### src/rtl/led_activity_stretch.sv
// Activity-to-LED pulse stretcher: per-channel synchroniser, edge detector and IDLE/ON/GAP
// pulse FSM with registered LED drive. Define LED_ACTIVITY_PWM_EN to add global PWM dimming.
module led_activity_stretch #(
  parameter int N_CH    = 8,
  parameter int CLK_HZ  = 50000000,
  parameter int HOLD_MS = 50,
  parameter int GAP_MS  = 20,
  parameter int W_PWM   = 4
) (
  input  logic             clk,
  input  logic             rst,
  input  logic [N_CH-1:0]  act_in,
  input  logic [W_PWM-1:0] bright,
  output logic [N_CH-1:0]  led,
  output logic             busy
);

  localparam int HOLD_CYC = CLK_HZ / 1000 * HOLD_MS;
  localparam int GAP_CYC  = CLK_HZ / 1000 * GAP_MS;
  localparam int MAX_CYC  = (HOLD_CYC > GAP_CYC) ? HOLD_CYC : GAP_CYC;
  localparam int CW       = $clog2(MAX_CYC + 1);
  localparam logic [CW-1:0] HOLD_LD = CW'(HOLD_CYC - 1);
  localparam logic [CW-1:0] GAP_LD  = CW'((GAP_CYC > 0) ? GAP_CYC - 1 : 0);

  typedef enum logic [1:0] {
    IDLE = 2'd0,
    ON   = 2'd1,
    GAP  = 2'd2
  } state_t;

  logic [N_CH-1:0] on_vec;
  logic [N_CH-1:0] live_vec;
  logic [N_CH-1:0] led_next;
  logic            pwm_gate;

  for (genvar gi = 0; gi < N_CH; gi++) begin : g_ch
    // sync_reg[0] = s1, sync_reg[1] = s2, sync_reg[2] = history s3
    logic [2:0]    sync_reg;
    state_t        state_reg, state_next;
    logic [CW-1:0] cnt_reg, cnt_next;
    logic          pend_reg, pend_next;
    logic          ev;

    assign ev = sync_reg[1] ^ sync_reg[2];

    always_ff @(posedge clk or posedge rst) begin
      if (rst) begin
        sync_reg  <= '0;
        state_reg <= IDLE;
        cnt_reg   <= '0;
        pend_reg  <= 1'b0;
      end else begin
        sync_reg  <= {sync_reg[1:0], act_in[gi]};
        state_reg <= state_next;
        cnt_reg   <= cnt_next;
        pend_reg  <= pend_next;
      end
    end

    always_comb begin
      state_next = state_reg;
      cnt_next   = cnt_reg;
      pend_next  = pend_reg;
      case (state_reg)
        IDLE: begin
          if (ev) begin
            state_next = ON;
            cnt_next   = HOLD_LD;
          end
        end
        ON: begin
          if (ev) begin
            cnt_next = HOLD_LD;
          end else if (cnt_reg == '0) begin
            if (GAP_CYC > 0) begin
              state_next = GAP;
              cnt_next   = GAP_LD;
              pend_next  = 1'b0;
            end else begin
              state_next = IDLE;
            end
          end else begin
            cnt_next = cnt_reg - CW'(1);
          end
        end
        GAP: begin
          if (ev) pend_next = 1'b1;
          // An event landing on the terminal count still earns a pulse.
          if (cnt_reg == '0) begin
            pend_next = 1'b0;
            if (pend_reg || ev) begin
              state_next = ON;
              cnt_next   = HOLD_LD;
            end else begin
              state_next = IDLE;
            end
          end else begin
            cnt_next = cnt_reg - CW'(1);
          end
        end
        default: begin
          state_next = IDLE;
          cnt_next   = '0;
          pend_next  = 1'b0;
        end
      endcase
    end

    assign on_vec[gi]   = (state_reg == ON);
    assign live_vec[gi] = (state_reg != IDLE);
  end

`ifdef LED_ACTIVITY_PWM_EN
  logic [W_PWM-1:0] pwm_cnt;

  always_ff @(posedge clk or posedge rst) begin
    if (rst) pwm_cnt <= '0;
    else     pwm_cnt <= pwm_cnt + W_PWM'(1);
  end

  // Full-scale brightness must be solid on, not 15/16 duty.
  assign pwm_gate = (bright == '1) || (pwm_cnt < bright);
`else
  logic unused_bright;
  assign unused_bright = ^bright;
  assign pwm_gate      = 1'b1;
`endif

  assign led_next = on_vec & {N_CH{pwm_gate}};

  always_ff @(posedge clk or posedge rst) begin
    if (rst) begin
      led  <= '0;
      busy <= 1'b0;
    end else begin
      led  <= led_next;
      busy <= |live_vec;
    end
  end

endmodule

### config.mk
export PLATFORM = sky130hd
export DESIGN_NAME = led_activity_stretch
export DESIGN_NICKNAME = d
export VERILOG_FILES = /design/src/rtl/led_activity_stretch.sv
export SDC_FILE = /design/constraint.sdc
export NUM_CORES = 1
export LEC_CHECK = 0
export CORE_ASPECT_RATIO = 1.1
export CORE_MARGIN = 5
export CORE_UTILIZATION = 45
export CTS_CLUSTER_DIAMETER = 150
export DETAILED_ROUTE_END_ITERATION = 8
export PLACE_DENSITY = 0.68
export SYNTH_ARGS = -nofsm -noshare
export SYNTH_HDL_FRONTEND = slang
export SYNTH_SLANG_ARGS = --single-unit
### constraint.sdc
create_clock -name clk -period 11.3 [get_ports clk]
set_clock_uncertainty 0.15 [all_clocks]
set_input_delay 2.825 -clock clk [delete_from_list [all_inputs] [get_ports clk]]
set_output_delay 2.825 -clock clk [all_outputs]
set_load 0.01 [all_outputs]
; Word-level counts from Yosys, hierarchy flattened
; Cells that the tools add are included.
[word_totals]
ff_bits = 233
inputBits = 14
out_inout_bits = 9
wordCells = 315
[classes]
add_sub_neg = 8
n_eq_ne = 64
mux = 136
bitwise_logic = 16
reduce_logical = 57
[op_table]
columns = cell, count
row1 = $mux 22, 40
row2 = $pmux 22 s3, 8
row3 = $logic_not 22->1, 8
row4 = $sub 22x1->22 const B, 8
row5 = $mux 2, 32
row6 = $reduce_and 4->1, 16
row7 = $ne 2x2->1 const B, 24
row8 = $ne 3x3->1 const B, 16
row9 = $pmux 2 s3, 8
row10 = $mux 1, 40
row11 = $pmux 1 s3, 8
row12 = $eq 2x1->1 const B, 8
row13 = $eq 2x2->1 const B, 8
row14 = $logic_not 2->1, 8
row15 = $ne 2x1->1 const B, 8
row16 = $reduce_and 2->1, 8
row17 = $reduce_bool 2->1, 8
row18 = $logic_or 1x1->1, 8
row19 = $not 1->1, 8
row20 = $reduce_or 8->1, 1
row21 = $xor 1x1->1, 8

; Longest topological paths before layout
; Gate-level depths: netlist of the first run.
[depth]
word_depth = 5
depth_mapped = 11
depth_no_buf = 8

; Worst setup path after synthesis of the first run
; OpenSTA, ideal clock, no wires.
[synth_path]
kind = flip-flop to output port
startpoint = register busy
endpoint = output port busy
t_arrival_ns = 0.376
required_time_ns = 8.325
path_slack_ns = 7.949
path_stages_with_launch = 1
n_path_buf = 0
cell_sequence = dfrtp_1
[synth_rtl]
columns = item, line_no
row1 = from (decl), 15  ; output logic busy
row2 = from (signal assigned), 137  ; busy <= |live_vec;
; No word-level cell between the ends.

==> metrics.cfg, run 1 <==
[status]
status = complete, no violations

[sta]
worst_slew_pin_slew_ns = 1.08
setup_viol = 0
drv_slew = 0
holdWs_ns = 0.195
layout_setup_ws_ns = 6.36
fin_tns_setup_ns = 0
period_minus_slack_ns = 4.94
fin_crit_sh = 0.437
rsz0062_at_grt = no
final_hold_viol_count = 0
relSlewSlack = 0.274
max_clock_freq_mhz = 202

[cts]
insertion_delay_ns = 0.55
cts.path.max_buffers = 3
htree_levels = 1
cts_resized = 0
clkSinkCount = 233
cts_made_buffers = 27
cts_setup_buffers = 0
path_clk_slew_ns = 0.05
cts_hold_buf = 0
cts_tree = built
cts_root_buffer = clkbuf_16

[logic_synthesis]
syn-cell-area_sq_um = 13600
synth.avg_cell_area_sq_um = 8.65
ys_seq_elements = 233
synthArstFlopShare = 1.00
yosysSeqAreaShare = 0.429
synth_ff_type = dfrtp_1
netlist-cell-type-count = 80
synth_cells = 1572
synth_nets = 1596
synth-edff-count = 0
synth_warnings = 0

[layout]
area_growth_pct = 10.6
nFillCells = 2788
num_antenna_cells = 0
area.sequential_sq_um = 5830
layout-drive-gt1-share = 0.0493
largest_register_ffs = 176
multi_input_comb_area_sq_um = 7320
final_nets = 1585

[routing]
drtIter0Drc = 1185
postRouteAntennaNets = 0
wire_per_inst_um = 17.1
vias = 12300
first_pass_iters = 5
via_per_inst = 6.31
wirelength_um = 33400
drc = 0

[power_and_ir_drop]
power_density_nw_per_um2 = 131
p_leak_nw = 5.62
vdd_drop_max_mv = 0.112

[floorplanning]
die_area_sq_um = 33800
die_w_um = 176
ios = 23
rows = 66
coreArea_sq_um = 29700
die_h_um = 192
start_util = 0.457

[global_routing]
overflow = 0
grtUsageTotal = 0.194
met3_usage = 0.0219
grt_max_degree = 130
antenna_found_initial = 0
grtUsageMet1 = 0.275
grt_busiest_layer = met2
groute.layer.met2.usage = 0.319
grt_pass1_vias = 11400
grt_pass1_wl_um = 56500

[setup_path]
start_kind = primary input
end_kind = asynchronous set/reset pin
crit_arrival_ns = 5.39
path_class = in2async
critPathMaxFanout = 129
required_ns = 11.74

[place]
hpwl_um = 22700
gp_congestion = 0.884
portBuffers = 18
post-place-ws_ns = 5.62

[hold_path]
hold_path.class = reg2reg

[run]
drv_cap = 0

-- cell families (layout without fill, tap and decap cells) --
logic type / Yosys count / after routing / synth area share
muxes: 1 / 1 / 0.000736
DFF: 233 / 233 / 0.429
xor gates and xnor gates: 52 / 52 / 0.0335
AOI/OAI and AO/OA: 543 / 543 / 0.264
adders and majority gates: 10 / 10 / 0.00921
buffers and inverters: 115 / 124 / 0.0326
and+or+nand+nor: 618 / 618 / 0.231
-- worst max-delay path, stage by stage --
cell	delay (ns)
clkdlybuf4s50_1	0.49
inv_8	0.60
buf_4	0.66
buf_4	0.68
-- area by class of cell --
cell class,count,share of cell area
inverter,48,0.0125
sequential,233,0.388
tap,374,0.0311
timing repair buffer,27,0.0165
clock buffer,35,0.0496
clock inverter,14,0.0155
multi-input combinational,1224,0.487
-- where the power goes --
part | internal (mW) | switching (mW)
clock network | 0.602 | 0.353
logic | 0.0471 | 0.0954
registers | 0.854 | 0.0210
-- synthesized netlist by cell type, drive strengths merged (5+ instances only) --
cell type / count / area [sq um]
and3: 10 / 62.6
nor3: 71 / 355
nor2: 149 / 559
o211ai: 17 / 128
a311oi: 17 / 149
o21bai: 6 / 45.0
nor4: 52 / 332
inv: 48 / 180
or4: 26 / 203
a221oi: 12 / 105
nand2: 125 / 469
nand3: 56 / 280
o21ai: 141 / 706
o41ai: 9 / 86.3
nand2b: 19 / 119
a31oi: 31 / 194
or3: 30 / 193
o31ai: 29 / 218
buf: 7 / 37.5
a211oi: 8 / 65.1
o21a: 10 / 75.1
o221ai: 6 / 52.6
and4: 5 / 43.8
a22o: 21 / 184
ha: 10 / 125
clkbuf: 60 / 225
xor2: 22 / 193
nand4: 14 / 87.6
xnor2: 30 / 263
dfrtp: 233 / 5830
o2111ai: 6 / 52.6
o2bb2ai: 8 / 70.1
nor2b: 7 / 43.8
nor4b: 6 / 52.6
nor3b: 10 / 75.1
a21oi: 121 / 606
and2: 20 / 125
o311ai: 9 / 86.3
o32ai: 5 / 43.8
a21o: 27 / 203
a21boi: 5 / 37.5
o22ai: 12 / 75.1
or2: 7 / 43.8
-- routing by layer --
layer	wire length (um)	share of wire	vias to the layer above
li1	-	-	5976
met2	15600	0.47	321
met1	15600	0.47	5993
met3	1470	0.044	55
met5	0	0	-
met4	695	0.021	0
-- cell usage in the layout, fill, tap and decap left out, types with 12 or more instances in the layout --
master | Yosys | layout
or3_1 | 29 | 29
a221oi_1 | 12 | 12
clkbuf_16 | 0 | 27
and2_1 | 18 | 18
dfrtp_1 | 233 | 233
nor2_1 | 149 | 149
nor4_1 | 51 | 51
a21oi_1 | 121 | 121
nand2b_1 | 19 | 19
a311oi_1 | 17 | 17
o31ai_1 | 29 | 29
nand2_1 | 125 | 125
a31oi_1 | 31 | 31
a21o_1 | 27 | 27
nand3_1 | 56 | 56
xnor2_1 | 30 | 30
o22ai_1 | 12 | 12
or4_1 | 24 | 24
o211ai_1 | 17 | 17
inv_1 | 48 | 47
nor3_1 | 71 | 71
nand4_1 | 14 | 14
xor2_1 | 22 | 22
a22o_1 | 21 | 21
clkdlybuf4s50_1 | 0 | 18
o21ai_0 | 136 | 136
-- final timing paths --
| check | from | endpoint | slack [ns] | cells past startpoint |
|---|---|---|---|---|
| min reg2reg | g_ch[6].sync_reg[0] | g_ch[6].sync_reg[1] | 0.19 | 0 |
| max | rst | g_ch[1].cnt_reg[14] | 6.36 | 4 |
| max reg2reg | g_ch[1].cnt_reg[0] | g_ch[1].cnt_reg[11] | 7.61 | 8 |
| min in group asynchronous | rst | g_ch[2].cnt_reg[12] | 2.72 | 2 |
| min | g_ch[6].sync_reg[0] | g_ch[6].sync_reg[1] | 0.19 | 0 |
| max in group clk | led[6] | led[6] | 6.91 | 1 |
-- per-stage QoR --
step / utilization / area (sq um) / total power, mW / cells
after floorplan: - / 13600 / 0.992 / 1572
after global placement: 0.473 / 14100 / 1.03 / 1906
after detailed placement: 0.473 / 14100 / 1.03 / 1906
after CTS: 0.506 / 15000 / 2.00 / 1955
after global routing: 0.506 / 15000 / 2.06 / 1955
final: 0.506 / 15000 / 1.97 / 1955
(Power assumes the default switching activity.)
==> run 2, diff against run 1 <==
--- a/config.mk
+++ b/config.mk
@@ -10,7 +10,7 @@
 export CORE_UTILIZATION = 45
 export CTS_CLUSTER_DIAMETER = 150
 export DETAILED_ROUTE_END_ITERATION = 8
-export PLACE_DENSITY = 0.68
+export PLACE_DENSITY = 0.7
 export SYNTH_ARGS = -nofsm -noshare
 export SYNTH_HDL_FRONTEND = slang
 export SYNTH_SLANG_ARGS = --single-unit
==> constraint.sdc (replaced) <==
create_clock -name clk -period 4 [get_ports clk]
set_clock_uncertainty 0.15 [all_clocks]
set_input_delay 1 -clock clk [delete_from_list [all_inputs] [get_ports clk]]
set_output_delay 1 -clock clk [all_outputs]
set_load 0.01 [all_outputs]
==> metrics.cfg, run 2 (synthesis gave the netlist of run 1 again) <==
[cts]
cts_tree = built  ; unchanged
cts_hold_buf = 0  ; unchanged
insertion_delay_ns = 0.52  ; was 0.55 ns
clkSinkCount = 233  ; unchanged
cts_made_buffers = 27  ; unchanged
cts_setup_buffers = 0  ; unchanged
cts.path.max_buffers = 3  ; unchanged
cts_resized = 0  ; unchanged
htree_levels = 1  ; unchanged
cts_root_buffer = clkbuf_16  ; unchanged
path_clk_slew_ns = 0.06  ; was 0.05 ns

[sta]
rsz0062_at_grt = no  ; unchanged
final_hold_viol_count = 0  ; unchanged
holdWs_ns = 0.197  ; was 0.195 ns
relSlewSlack = 0.298  ; was 0.274
drv_slew = 0  ; unchanged
fin_crit_sh = 0.853
worst_slew_pin_slew_ns = 1.05  ; was 1.08 ns
fin_tns_setup_ns = 0  ; unchanged
layout_setup_ws_ns = 0.589  ; was 6.36 ns
setup_viol = 0  ; unchanged
max_clock_freq_mhz = 293
period_minus_slack_ns = 3.41

[layout]
final_nets = 1602  ; was 1,585
area_growth_pct = 11.2  ; was 10.6%
num_antenna_cells = 0  ; unchanged
layoutNonFillerInstCount = 1971  ; was 1,955
final_cell_mix = dfrtp_1 (233), nor2_1 (149), o21ai_0 (136)  ; unchanged
layout-drive-gt1-share = 0.0582  ; was 0.0493
largest_register_ffs = 176  ; unchanged
final_util = 0.508  ; was 0.506
final_common_cell = dfrtp_1  ; unchanged

[global_routing]
grt_max_degree = 65  ; was 130
overflow = 0  ; unchanged
antenna_found_initial = 0  ; unchanged
grtUsageTotal = 0.192  ; was 0.194
grt_pass1_vias = 11500  ; was 11,400
grt_pass1_wl_um = 56100  ; was 56,500 um

[floorplanning]
ios = 23  ; unchanged
start_util = 0.457  ; unchanged
coreArea_sq_um = 29700  ; unchanged
rows = 66  ; unchanged
die_area_sq_um = 33800  ; unchanged
die_h_um = 192  ; unchanged
die_w_um = 176  ; unchanged

[routing]
top_layer = met4  ; unchanged
vias = 12300  ; about the same
wl_met1_um = 14700  ; was 15,600 um
via_per_inst = 6.26  ; was 6.31
postRouteAntennaNets = 0  ; unchanged
drtIter0Drc = 975  ; was 1,185
routed-wl-met3_um = 1690  ; was 1470 um
drc = 0  ; unchanged
wirelength_um = 32600  ; was 33,400 um
first_pass_iters = 6  ; was 5
wl_met2_um = 15600  ; about the same
wire_per_inst_um = 16.6  ; was 17.1 um

[setup_path]
critPathMaxFanout = 6  ; was 129
required_ns = 4.27  ; was 11.74 ns
start_kind = flop  ; was primary input
r2r-start = g_ch[4].cnt_reg[17]  ; was g_ch[1].cnt_reg[0]
crit_arrival_ns = 3.68  ; was 5.39 ns
end_kind = flop  ; was asynchronous set/reset pin
reg2reg_depth = 7  ; was 8
reg2reg_setup_slack_ns = 0.59  ; was 7.61 ns
rr_endpoint = g_ch[4].cnt_reg[2]  ; was g_ch[1].cnt_reg[11]
path_class = reg2reg  ; was in2async

[hold_path]
hold_end = g_ch[4].sync_reg[1]  ; was g_ch[6].sync_reg[1]
hold_path.class = reg2reg  ; unchanged
hold_start = g_ch[4].sync_reg[0]  ; was g_ch[6].sync_reg[0]
holdPathStages = 0  ; unchanged

[power_and_ir_drop]
vdd_drop_max_mv = 0.296  ; was 0.112 mV
p_leak_nw = 5.68  ; was 5.62 nW
power_density_nw_per_um2 = 354  ; was 131 nW/um^2

[run]
drv_cap = 0  ; unchanged

[place]
dp.cells = 1923  ; was 1,906
post-place-ws_ns = 0.633  ; was 5.62 ns
portBuffers = 18  ; unchanged
gp_congestion = 0.923  ; was 0.884
hpwl_um = 22500  ; was 22,700 um

[status]
status = complete, no violations  ; unchanged

## run 2: cell type report
class / count / area (sq um)
clock buffer: 37 / 763
clock inverter: 11 / 135
fill: 2778 / 14600
inverter: 48 / 184
multi-input combinational: 1224 / 7320
sequential: 233 / 5830
tap: 374 / 468
timing repair buffer: 44 / 413
## run 2: critical path, cell delays in order (launching register included)
cell and delay (ns):
dfrtp_1 0.43, or4_1 0.58, nor4_1 0.56, nand4b_1 0.32, a21boi_0 0.74, buf_4 0.28, a21oi_1 0.05, o21a_1 0.19
## run 2: per-stage QoR
step	total power [mW]	cell area, sq um
2_1_floorplan	2.80	13600
3_3_place_gp	2.91	14200
3_5_place_dp	2.92	14200
4_1_cts	5.43	15100
5_1_grt	5.62	15100
6_report	5.35	15100
## run 2: worst max-delay path by stage
stage / slack, ns / cells past startpoint / end / start
final: 0.59 / 7 / g_ch[4].cnt_reg[2] / g_ch[4].cnt_reg[17]
after global routing: 0.37 / 8 / g_ch[6].cnt_reg[11] / g_ch[6].cnt_reg[0]
after CTS: 0.62 / 8 / g_ch[6].cnt_reg[2] / g_ch[6].cnt_reg[0]
after detailed placement: 0.63 / 8 / g_ch[6].cnt_reg[2] / g_ch[6].cnt_reg[0]
after global placement: 0.66 / 8 / g_ch[6].cnt_reg[2] / g_ch[6].cnt_reg[0]
after floorplan: -0.20 / 1 / busy / rst
## run 2: power breakdown
part           switching, mW  total (mW)  internal [mW]
Clock                  0.950        2.47           1.52
Combinational          0.269       0.411          0.141
Sequential            0.0575        2.47           2.41
Total                   1.28        5.35           4.07
## run 2: layer usage
metal | GRT usage | vias to the layer above
li1 | - | 5986
met1 | 0.265 | 5944
met2 | 0.317 | 346
met3 | 0.0272 | 54
met4 | 0.0534 | 0
met5 | 0 | -
